### config.mk
export PLATFORM = sky130hd
export DESIGN_NAME = uart_tx_fifo
export DESIGN_NICKNAME = d
export VERILOG_FILES = /design/src/rtl/uart_pkg.sv /design/src/rtl/uart_fifo_mem.sv /design/src/rtl/uart_tx_fifo.sv
export SDC_FILE = /design/constraint.sdc
export NUM_CORES = 1
export LEC_CHECK = 0
export BUFFER_PORTS_ARGS = -buffer_cell sky130_fd_sc_hd__buf_4
export CAP_MARGIN = 20
export CORE_ASPECT_RATIO = 0.8
export CORE_UTILIZATION = 55
export DETAILED_ROUTE_END_ITERATION = 16
export GPL_ROUTABILITY_DRIVEN = 0
export PLACE_DENSITY = 0.84
export SLEW_MARGIN = 5
export SYNTH_ARGS = -nofsm -noshare
export SYNTH_HDL_FRONTEND = slang
export SYNTH_SLANG_ARGS = --single-unit
### constraint.sdc
create_clock -name clk_i -period 3.1 [get_ports clk_i]
set_clock_uncertainty 0.15 [all_clocks]
set_input_delay 0.155 -clock clk_i [delete_from_list [all_inputs] [get_ports clk_i]]
set_output_delay 0.155 -clock clk_i [all_outputs]
set_load 0.01 [all_outputs]
### src/rtl/uart_pkg.sv
// Shared definitions for the UART transmit path: default byte width and the
// FIFO entry layout (tlast kept alongside the data byte).
package uart_pkg;

   localparam int UART_DATA_WIDTH = 8;

   typedef struct packed {
      logic                       tlast;
      logic [UART_DATA_WIDTH-1:0] tdata;
   } uart_entry_t;

endpackage

### src/rtl/uart_fifo_mem.sv
// Plain storage array for the TX FIFO: one clocked write port and one
// asynchronous read port. Contents are intentionally not reset.
module uart_fifo_mem #(
   parameter int WIDTH = 9,
   parameter int DEPTH = 16
) (
   input  logic                     clk_i,
   input  logic                     we_i,
   input  logic [$clog2(DEPTH)-1:0] waddr_i,
   input  logic [WIDTH-1:0]         wdata_i,
   input  logic [$clog2(DEPTH)-1:0] raddr_i,
   output logic [WIDTH-1:0]         rdata_o
);

   logic [WIDTH-1:0] mem_q [DEPTH];

   always_ff @(posedge clk_i) begin
      if (we_i) begin
         mem_q[waddr_i] <= wdata_i;
      end
   end

   assign rdata_o = mem_q[raddr_i];

endmodule

### src/rtl/uart_tx_fifo.sv
// First-word-fall-through AXIS FIFO in front of the UART transmitter.
// Define UART_TX_FIFO_PKT_MODE_EN to hold bytes back until a whole packet is stored.
module uart_tx_fifo
   import uart_pkg::*;
#(
   parameter int DATA_WIDTH = UART_DATA_WIDTH,
   parameter int DEPTH      = 16
) (
   input  logic                     clk_i,
   input  logic                     rst_n_i,
   input  logic [DATA_WIDTH-1:0]    slv_axis_tdata_i,
   input  logic                     slv_axis_tvalid_i,
   input  logic                     slv_axis_tlast_i,
   output logic                     slv_axis_tready_o,
   output logic [DATA_WIDTH-1:0]    mst_axis_tdata_o,
   output logic                     mst_axis_tvalid_o,
   output logic                     mst_axis_tlast_o,
   input  logic                     mst_axis_tready_i,
   input  logic                     flush_i,
   output logic [$clog2(DEPTH):0]   level_o,
   output logic                     empty_o,
   output logic                     full_o
);

   localparam int PW = $clog2(DEPTH);
   localparam logic [PW:0] PTR_ONE = {{PW{1'b0}}, 1'b1};

   typedef struct packed {
      logic                  tlast;
      logic [DATA_WIDTH-1:0] tdata;
   } entry_t;

   logic [PW:0] wr_ptr;
   logic [PW:0] rd_ptr;
   logic        push;
   logic        pop;
   entry_t      wr_entry;
   entry_t      rd_entry;

   assign wr_entry = '{tlast: slv_axis_tlast_i, tdata: slv_axis_tdata_i};

   uart_fifo_mem #(
      .WIDTH (DATA_WIDTH + 1),
      .DEPTH (DEPTH)
   ) u_mem (
      .clk_i   (clk_i),
      .we_i    (push),
      .waddr_i (wr_ptr[PW-1:0]),
      .wdata_i (wr_entry),
      .raddr_i (rd_ptr[PW-1:0]),
      .rdata_o (rd_entry)
   );

   // Flags come only from the registered pointers; the extra MSB tells full from empty.
   assign empty_o           = (wr_ptr == rd_ptr);
   assign full_o            = (wr_ptr[PW-1:0] == rd_ptr[PW-1:0]) && (wr_ptr[PW] != rd_ptr[PW]);
   assign level_o           = wr_ptr - rd_ptr;
   assign slv_axis_tready_o = !full_o;

   assign push = slv_axis_tvalid_i && slv_axis_tready_o;
   assign pop  = mst_axis_tvalid_o && mst_axis_tready_i;

`ifdef UART_TX_FIFO_PKT_MODE_EN
   logic [PW:0] pkt_cnt;
   logic        push_last;
   logic        pop_last;

   assign push_last = push && slv_axis_tlast_i;
   assign pop_last  = pop && rd_entry.tlast;

   // Releasing on full avoids deadlock when a packet is longer than the FIFO.
   assign mst_axis_tvalid_o = !empty_o && ((pkt_cnt != '0) || full_o);

   always_ff @(posedge clk_i) begin
      if (!rst_n_i || flush_i) begin
         pkt_cnt <= '0;
      end else if (push_last && !pop_last) begin
         pkt_cnt <= pkt_cnt + PTR_ONE;
      end else if (pop_last && !push_last) begin
         pkt_cnt <= pkt_cnt - PTR_ONE;
      end
   end
`else
   assign mst_axis_tvalid_o = !empty_o;
`endif

   assign mst_axis_tdata_o = mst_axis_tvalid_o ? rd_entry.tdata : '0;
   assign mst_axis_tlast_o = mst_axis_tvalid_o && rd_entry.tlast;

   always_ff @(posedge clk_i) begin
      if (!rst_n_i || flush_i) begin
         wr_ptr <= '0;
         rd_ptr <= '0;
      end else begin
         if (push) begin
            wr_ptr <= wr_ptr + PTR_ONE;
         end
         if (pop) begin
            rd_ptr <= rd_ptr + PTR_ONE;
         end
      end
   end

endmodule

==> results of run 1 <==
## state kept, by name (all words and copies together) (netlist names), named ones only
name / flops
rd_ptr: 5
u_mem.mem_q: 144
wr_ptr: 5
## stage by stage
stage | std cells | area (um^2) | setup WS (ps) | power (mW)
final | 563 | 7667 | 261.6 | 4.679
after global routing | 563 | 7667 | 103.7 | 4.797
after CTS | 563 | 7667 | 204.8 | 4.710
after detailed placement | 521 | 6948 | 471.0 | 2.549
after global placement | 521 | 6948 | 639.7 | 2.541
after floorplan | 337 | 6494 | 395.4 | 2.462
## layout by cell type (no fill, tap or decap), drive strengths merged, types with 2 or more instances in the layout
cell         synthesis  final
xor2                 5      5
mux4                36     36
edfxtp             144    144
nand2b               3      3
nor3                 4      4
clkinvlp             0      4
nor2                24     24
clkbuf               6     17
clkinv               0      5
nand4                3      3
ha                   9      9
bufinv               0      4
buf                 11     53
o21ai                2      2
nor2b                9      9
o211ai               3      3
a21o                 2      2
mux2i               11     11
xnor2                7      7
a211oi              18     18
nand2                5      5
inv                  9     11
dlygate4sd3          0     10
a21oi                6      6
dfxtp               14     14
## area by class of cell
class                   count  area share (%)
clock inverters            15           2.529
flip-flops and latches    158           60.08
inverters                   9          0.4406
well taps                 148           2.415
repair buffers             63           6.495
clock buffers              17           5.548
multi-input cells         153           22.49
## timing repair
| item | 4_1_cts | 5_1_grt |
|---|---|---|
| resized for setup | 0 | 0 |
| hold buffers | 10 | 0 |
| setup buffers | 0 | 0 |
| endpoints found under the hold margin | 145 | 0 |
## worst min-delay path: stages
cell and delay [ps]:
buf_4 130, o21ai_2 100, xor2_1 90, nor2_1 80
## cell families (layout without fill, tap and decap cells)
family | count (synthesis) | in the layout | synth area share (%)
AOI/OAI and AO/OA | 32 | 32 | 3.603
xor gates and xnor gates | 12 | 12 | 1.734
adders and majority gates | 10 | 10 | 2.042
buffers and inverters | 26 | 104 | 2.543
DFF | 158 | 158 | 70.91
muxes | 47 | 47 | 15.11
and+or+nand+nor | 52 | 52 | 4.066
## power by group through the flow
| stage | Combinational (mW) | Sequential (mW) | Clock (mW) |
|---|---|---|---|
| 2_1_floorplan | 0.0767 | 2.39 | 0 |
| 3_3_place_gp | 0.152 | 2.39 | 0 |
| 3_5_place_dp | 0.159 | 2.39 | 0 |
| 4_1_cts | 0.170 | 2.34 | 2.20 |
| 5_1_grt | 0.183 | 2.35 | 2.27 |
| 6_report | 0.171 | 2.34 | 2.16 |
## per-layer routing
layer	wire (um)	GRT usage (%)	vias up
met2	5922	34.46	132
met5	0	0	-
met1	5937	33.01	1724
met4	175	7.322	0
met3	846	6.938	17
li1	-	-	1489
## path summary, 6_finish.rpt
check	to	slack, ps	depth (start not counted)
worst max-delay path	mst_axis_tdata_o[5]	260	6
worst min-delay path	flop	20	4
worst max register to register	u_mem.mem_q[1][6]	420	7
worst min register to register	rd_ptr[3]	410	2
==> impl_metrics.ini, run 1 <==
[finish]
final_layout_size_suffix_gt1_share_pct = 26.75
nFillCells = 760
multi_input_area_um2 = 1724
final_core_util_pct = 66.57
seq_area_um2 = 4607
final_nets = 426
area_growth_pct = 18.07
num_antenna_cells = 0

[cts]
clockRootBuffer = clkbuf_16
cts_buffers = 17
cts_tree = done
insertion_delay_ps = 420
htreeDepth = 4
path_clk_slew_ps = 60
clockBufferDepth = 2
cts_sinks = 158

[grt]
grt_max_degree = 21
antenna_found_initial = 0
track_usage_pct = 23.10
first_global_vias = 3372
gr-total-overflow = 0
grt_pass1_wl_mm = 19.33

[floorplanning]
dieHeight_um = 99.19
coreArea_um2 = 11520
initial_utilization_pct = 56.38
die_w_um = 123.5
row_count = 35
io_pins = 32
die_area_um2 = 12250

[drt]
drc_errors = 0
wl_per_cell_um = 22.88
ant_nets = 0
first_iter_violations = 243
drt_wl_total_mm = 12.88
vias = 3362
viasPerCell = 5.972
drtPass1Iterations = 4

[synth]
syn_nets = 361
synth_area_leaders = edfxtp_1 67%, mux4_2 6.9%, mux4_1 6.5%
synthDistinctLibCells = 37
synth-main-ff-cell = edfxtp_1
ys_ff_latch = 158
synth_edf_count = 144
yosysWarnings = 0
synth.avg_cell_area_um2 = 19.27
synth_most_common_cell = edfxtp_1
synth.top_cell.area_share_pct = 66.59
syn_inst = 337
synth_seq_area_share_pct = 70.91
yosys-top-cells-count = 144 x edfxtp_1, 24 x nor2_1, 20 x mux4_2
yosys.area.top_type = edfxtp_1
syn_area_um2 = 6494
async_reset_ff_share_pct = 0

[pwr]
p_int_mw = 3.754
p_switching_mw = 0.9250
seqPwrFrac_pct = 50.1
p_comb_share_pct = 3.7
power_frac_clock_pct = 46.2
ir_worst_vdd_uv = 392.2
leakage_nw = 2.561
switching_share_pct = 19.77
cellPowerDensity_nw_per_um2 = 610.2

[timing]
tns_ps = 0
final_period_minus_worst_setup_slack_ps = 2838
tightestPinTransition_ps = 847.3
slew_headroom_pct = 43.31
whs_ps = 23.80
hold_viol = 0
setup_viol_count_final = 0
period_share_pct = 91.56
rsz0062_at_grt = no
maxSlewViolCount = 0
fmax_mhz = 352.3

[setup_path]
cp-end-kind = output port
crit_path_max_fanout = 20
worst-path-buf-inv = 2
critical-path-top-delay-family = multiplexers
crit_path_start_kind = flop
crit_chain = buf_4 > mux4_2 > nor2b_4 > a211oi_2 > a211oi_1 > buf_4
worstSetupPathType = reg2out
critPathRequiredTime_ps = 2790
cp_slowest_cell = mux4_2
slowest_delay_ps = 590
arrival_ps = 2530
cpMostUsedCell = buf_4
r2r-start = wr_ptr[0]

[placement]
io_buffers = 31
dpl.hpwl_mm = 8.134

[worst_hold_path]
hp-start = mst_axis_tready_i
hold_path.class = in2reg

[job]
cap_violations = 0

[status]
status = finished clean
Power figures use the tool's default switching activity.
==> inputs of run 2 (changes only) <==
==> constraint.sdc (replaced) <==
create_clock -name clk_i -period 3.1 [get_ports clk_i]
set_clock_uncertainty 0.15 [all_clocks]
set_input_delay 0.155 -clock clk_i [delete_from_list [all_inputs] [get_ports clk_i]]
set_output_delay 0.155 -clock clk_i [all_outputs]
set_load 0.005 [all_outputs]
==> run 2 against run 1 <==
Against the previous run:
- sequential cell count unchanged
- worst hold slack worse by 1.6 ps
- clock-buffer cell count up 3
==> impl_metrics.ini, run 2 (same netlist as run 1, synthesis figures left out) <==
[grt]
antenna_found_initial = 0
gr-total-overflow = 0
grt_pass1_wl_mm = 19.48
first_global_vias = 3245
grt_max_degree = 20
track_usage_pct = 23.26

[floorplanning]
row_count = 35
io_pins = 32
coreArea_um2 = 11520
initial_utilization_pct = 56.38
dieHeight_um = 99.19
die_w_um = 123.5
die_area_um2 = 12250

[setup_path]
arrival_ps = 2590
critPathRequiredTime_ps = 2790
worstSetupPathType = reg2out
crit_path_start_kind = flop
crit_path_max_fanout = 11
cp-end-kind = output port

[status]
status = finished clean

[drt]
drc_errors = 0
drtPass1Iterations = 6
drt_wl_total_mm = 12.81
first_iter_violations = 402
vias = 3312
ant_nets = 0
wl_per_cell_um = 22.88
viasPerCell = 5.914

[finish]
final_layout_size_suffix_gt1_share_pct = 25.49
largest_reg_flops = 144
final_cell_mix = 144 x edfxtp_1, 51 x buf_4, 24 x nor2_1
regMostFlops = u_mem.mem_q
reg_top3 = u_mem.mem_q (144), rd_ptr (5), wr_ptr (5)
final_common_cell = edfxtp_1
num_antenna_cells = 0
final_nets = 423
final_core_util_pct = 65.81
final_cells = 560
area_growth_pct = 16.72

[cts]
ctsHoldBuffers = 9
cts_tree = done
clockRootBuffer = clkbuf_16
cts_sinks = 158
cts_buffers = 17
cts_resized = 0
cts_setup_buffers = 0
clockBufferDepth = 2
insertion_delay_ps = 410
htreeDepth = 4
path_clk_slew_ps = 60

[pwr]
ir_worst_vdd_uv = 370.5
cellPowerDensity_nw_per_um2 = 587.1
power.total_mw = 4.450
leakage_nw = 2.527

[timing]
rsz0062_at_grt = no
slew_headroom_pct = 41.37
final_period_minus_worst_setup_slack_ps = 2899
fin_ws_ps = 200.9
tns_ps = 0
maxSlewViolCount = 0
period_share_pct = 93.52
tightestPinTransition_ps = 876.2
fmax_mhz = 344.9
setup_viol_count_final = 0
hold_viol = 0

[placement]
io_buffers = 31
dpl.cell_count = 519
post-place-ws_ps = 571.8
dpl.hpwl_mm = 8.068

[worst_hold_path]
hold_path.class = in2reg

[job]
cap_violations = 0
-- run 2: changes by cell type in the layout (fill, tap and decap cells not counted) --
| cell | previous run | this run |
|---|---|---|
| dlygate4sd3_1 | 10 | 9 |
| bufinv_16 | 4 | 2 |
| clkinvlp_4 | 4 | 1 |
| inv_6 | 2 | 1 |
| clkinv_2 | 2 | 3 |
| clkbuf_1 | 0 | 3 |
| buf_4 | 53 | 51 |
| clkinv_1 | 2 | 3 |
| clkinv_4 | 1 | 2 |
-- run 2: critical path: stages (launching register included) --
cell,delay [ps]
dfxtp_1,400
inv_1,110
ha_1,320
nand4_1,240
nor2_1,740
a211oi_1,170
buf_4,200
-- run 2: through the flow --
step	hold WS, ps	area [um^2]
final	22.15	7580
after detailed placement	341.1	6933
after CTS	3.189	7580
after global placement	311.5	6933
after global routing	55.95	7580
after floorplan	103.9	6494
-- run 2: routing by layer --
metal,GRT usage [%],wire [um],up-vias
met2,34.29,6043,139
met3,6.422,831,10
li1,-,-,1484
met4,5.375,97,0
met1,34.94,5837,1679
met5,0,0,-
-- run 2: worst paths after layout --
| check | endpoint | slack, ps | cells after the start | start |
|---|---|---|---|---|
| worst min-delay path | rd_ptr[0] | 20 | 4 | mst_axis_tready_i |
| worst min register to register | rd_ptr[3] | 430 | 2 | rd_ptr[3] |
| worst max-delay path | mst_axis_tdata_o[3] | 200 | 6 | wr_ptr[0] |
| worst max register to register | u_mem.mem_q[1][1] | 460 | 6 | wr_ptr[3] |
-- run 2: layout make-up --
type | instances | area (um^2)
fillers | 772 | 3938
clock buffers | 20 | 436.7
multi-input cells | 153 | 1724
well taps | 148 | 185.2
repair buffers | 60 | 473.0
clock inverters | 12 | 120.1
flip-flops and latches | 158 | 4607
inverters | 9 | 33.78
-- run 2: report_power, final --
part           switching [mW]  total [mW]  internal [mW]  leakage [nW]
Clock                   0.769        1.94           1.18         0.271
Combinational          0.0886       0.160         0.0713         0.842
Sequential            0.00834        2.34           2.34          1.41
Total                   0.866        4.45           3.58          2.53
==> inputs of run 3 (changes only) <==
--- a/config.mk
+++ b/config.mk
@@ -5,13 +5,14 @@
 export SDC_FILE = /design/constraint.sdc
 export NUM_CORES = 1
 export LEC_CHECK = 0
+export ABC_AREA = 1
 export BUFFER_PORTS_ARGS = -buffer_cell sky130_fd_sc_hd__buf_4
 export CAP_MARGIN = 20
 export CORE_ASPECT_RATIO = 0.8
-export CORE_UTILIZATION = 55
+export CORE_UTILIZATION = 35
 export DETAILED_ROUTE_END_ITERATION = 16
 export GPL_ROUTABILITY_DRIVEN = 0
-export PLACE_DENSITY = 0.84
+export PLACE_DENSITY = 0.61
 export SLEW_MARGIN = 5
 export SYNTH_ARGS = -nofsm -noshare
 export SYNTH_HDL_FRONTEND = slang
==> run 3 against run 2 <==
Against the previous run:
- clock power is 3% lower
- final cell count is 64% higher
- worst hold slack improved by 120 ps
- worst setup slack better by 180 ps
- sequential cell count did not move
- largest cell class unchanged
==> impl_metrics.ini, run 3 <==
[cts]
insertion_delay_ps = 420
cts_tree = done
clockRootBuffer = clkbuf_16
clockBufferDepth = 2
cts_setup_buffers = 0
ctsHoldBuffers = 11
htreeDepth = 4
cts_buffers = 17
cts_resized = 0
path_clk_slew_ps = 60
cts_sinks = 158

[timing]
fmax_mhz = 367.1
hold_viol = 0
setup_viol_count_final = 0
period_share_pct = 87.87
tns_ps = 0
rsz0062_at_grt = no
final_period_minus_worst_setup_slack_ps = 2724
tightestPinTransition_ps = 745.6
maxSlewViolCount = 0
slew_headroom_pct = 50.11

[finish]
area_growth_pct = 18.65
final_nets = 677
largest_reg_flops = 144
final_layout_size_suffix_gt1_share_pct = 13.06
regMostFlops = u_mem.mem_q
final_cell_mix = 212 x nand2_1, 144 x edfxtp_1, 114 x nand3_1
final_cells = 919
final_common_cell = nand2_1
num_antenna_cells = 0
reg_top3 = u_mem.mem_q (144), rd_ptr (5), wr_ptr (5)
nFillCells = 1673

[synth]
synth_most_common_cell = nand2_1
synth-main-ff-cell = edfxtp_1
syn_inst = 601
syn_area_um2 = 6634
synth.top_cell.area_share_pct = 65.18
ys_ff_latch = 158
synth_edf_count = 144
async_reset_ff_share_pct = 0
synthDistinctLibCells = 22
yosysWarnings = 0
synth_seq_area_share_pct = 69.41
synth.avg_cell_area_um2 = 11.04
yosys.area.top_type = edfxtp_1
syn_nets = 625
yosys-top-cells-count = 212 x nand2_1, 144 x edfxtp_1, 114 x nand3_1
synth_area_leaders = edfxtp_1 65%, nand2_1 12%, nand3_1 8.6%

[drt]
drc_errors = 0
wl_per_cell_um = 17.33
first_iter_violations = 511
ant_nets = 0
vias = 4544
drt_wl_total_mm = 15.93
viasPerCell = 4.945
drtPass1Iterations = 5

[job]
cap_violations = 0

[grt]
gr-total-overflow = 0
first_global_vias = 4493
grt_pass1_wl_mm = 25.16
track_usage_pct = 17.51
grt_max_degree = 61
antenna_found_initial = 0

[floorplanning]
dieHeight_um = 125.1
initial_utilization_pct = 36.19
die_w_um = 155.9
row_count = 44
coreArea_um2 = 18330
io_pins = 32
die_area_um2 = 19510

[placement]
io_buffers = 31
dpl.hpwl_mm = 9.982
dpl.cell_count = 876

[status]
status = finished clean

[pwr]
ir_worst_vdd_uv = 419.1
cellPowerDensity_nw_per_um2 = 558.4
leakage_nw = 2.905

[setup_path]
crit_path_start_kind = flop
worstSetupPathType = reg2out
critPathRequiredTime_ps = 2790
crit_path_max_fanout = 12
arrival_ps = 2420
cp-end-kind = output port

[worst_hold_path]
hold_path.class = in2reg
==> run 3: cell count changes in the layout (fill, tap and decap cells not counted), sizes merged, moves of 8 or more <==
| cell | before | now |
|---|---|---|
| inv | 10 | 18 |
| a211oi | 18 | 0 |
| mux2i | 11 | 0 |
| a21oi | 6 | 25 |
| mux4 | 36 | 0 |
| nand3 | 1 | 114 |
| nor2b | 9 | 0 |
| nand2 | 5 | 214 |
==> run 3: per-layer routing <==
metal | global-route usage, % | wire [um] | vias up | share of wire, %
li1 | - | - | 2176 | -
met1 | 23.10 | 7112 | 2182 | 45
met2 | 27.60 | 7425 | 151 | 47
met3 | 3.744 | 929 | 35 | 5.8
met4 | 8.131 | 460 | 0 | 2.9
met5 | 0 | 0 | - | 0
==> run 3: final timing paths <==
check / startpoint / to / slack [ps] / cells past startpoint
max: rd_ptr[2] / mst_axis_tdata_o[0] / 380 / 8
min: flush_i / wr_ptr[0] / 140 / 4
max reg2reg: rd_ptr[2] / u_mem.mem_q[14][6] / 440 / 7
min reg2reg: rd_ptr[3] / rd_ptr[3] / 360 / 2
==> run 3: kinds of logic (layout without fill, tap and decap cells) <==
| kind of cell | after synthesis | after routing | share of synthesized area (%) |
|---|---|---|---|
| simple gates | 349 | 349 | 22.14 |
| xor+xnor | 9 | 9 | 1.302 |
| buf+inv | 48 | 113 | 3.018 |
| fa+ha+maj | 10 | 10 | 1.999 |
| flops | 158 | 158 | 69.41 |
| compound gates | 27 | 27 | 2.131 |
==> run 3: final cells by class <==
| class | instances | area, um^2 | share of cell area, % |
|---|---|---|---|
| repair buffers | 61 | 510.5 | 6.485 |
| clock buffers | 20 | 436.7 | 5.548 |
| multi-input cells | 395 | 1829 | 23.24 |
| inverters | 20 | 75.07 | 0.9537 |
| well taps | 253 | 316.6 | 4.022 |
| flip-flops and latches | 158 | 4606 | 58.51 |
| clock inverters | 12 | 97.59 | 1.240 |
==> run 3: power breakdown <==
| group | leakage (nW) | switching [mW] | internal (mW) | total (mW) |
|---|---|---|---|---|
| registers | 1.41 | 0.00590 | 2.34 | 2.34 |
| logic | 1.23 | 0.105 | 0.0595 | 0.164 |
| clock network | 0.256 | 0.798 | 1.09 | 1.89 |
| total | 2.90 | 0.909 | 3.49 | 4.40 |
==> run 3: worst max-delay path, stage by stage (launching register included) <==
cell	delay [ps]
dfxtp_1	420
inv_1	70
ha_1	370
nand2_1	90
nor2_2	180
inv_1	70
nor2_2	490
a21oi_1	130
buf_4	170
==> run 3: stage by stage <==
stage                     power [mW]  hold slack (ps)  area (um^2)  setup WS [ps]  util, %
after floorplan                2.455            103.9         6634          739.4        -
after global placement         2.536            333.3         7227          642.4    39.42
after detailed placement       2.540            333.6         7227          496.4    39.42
after CTS                      4.430            127.3         7871          327.5    42.94
after global routing           4.527            168.5         7871          173.8    42.94
final                          4.396            144.9         7871          376.0    42.94
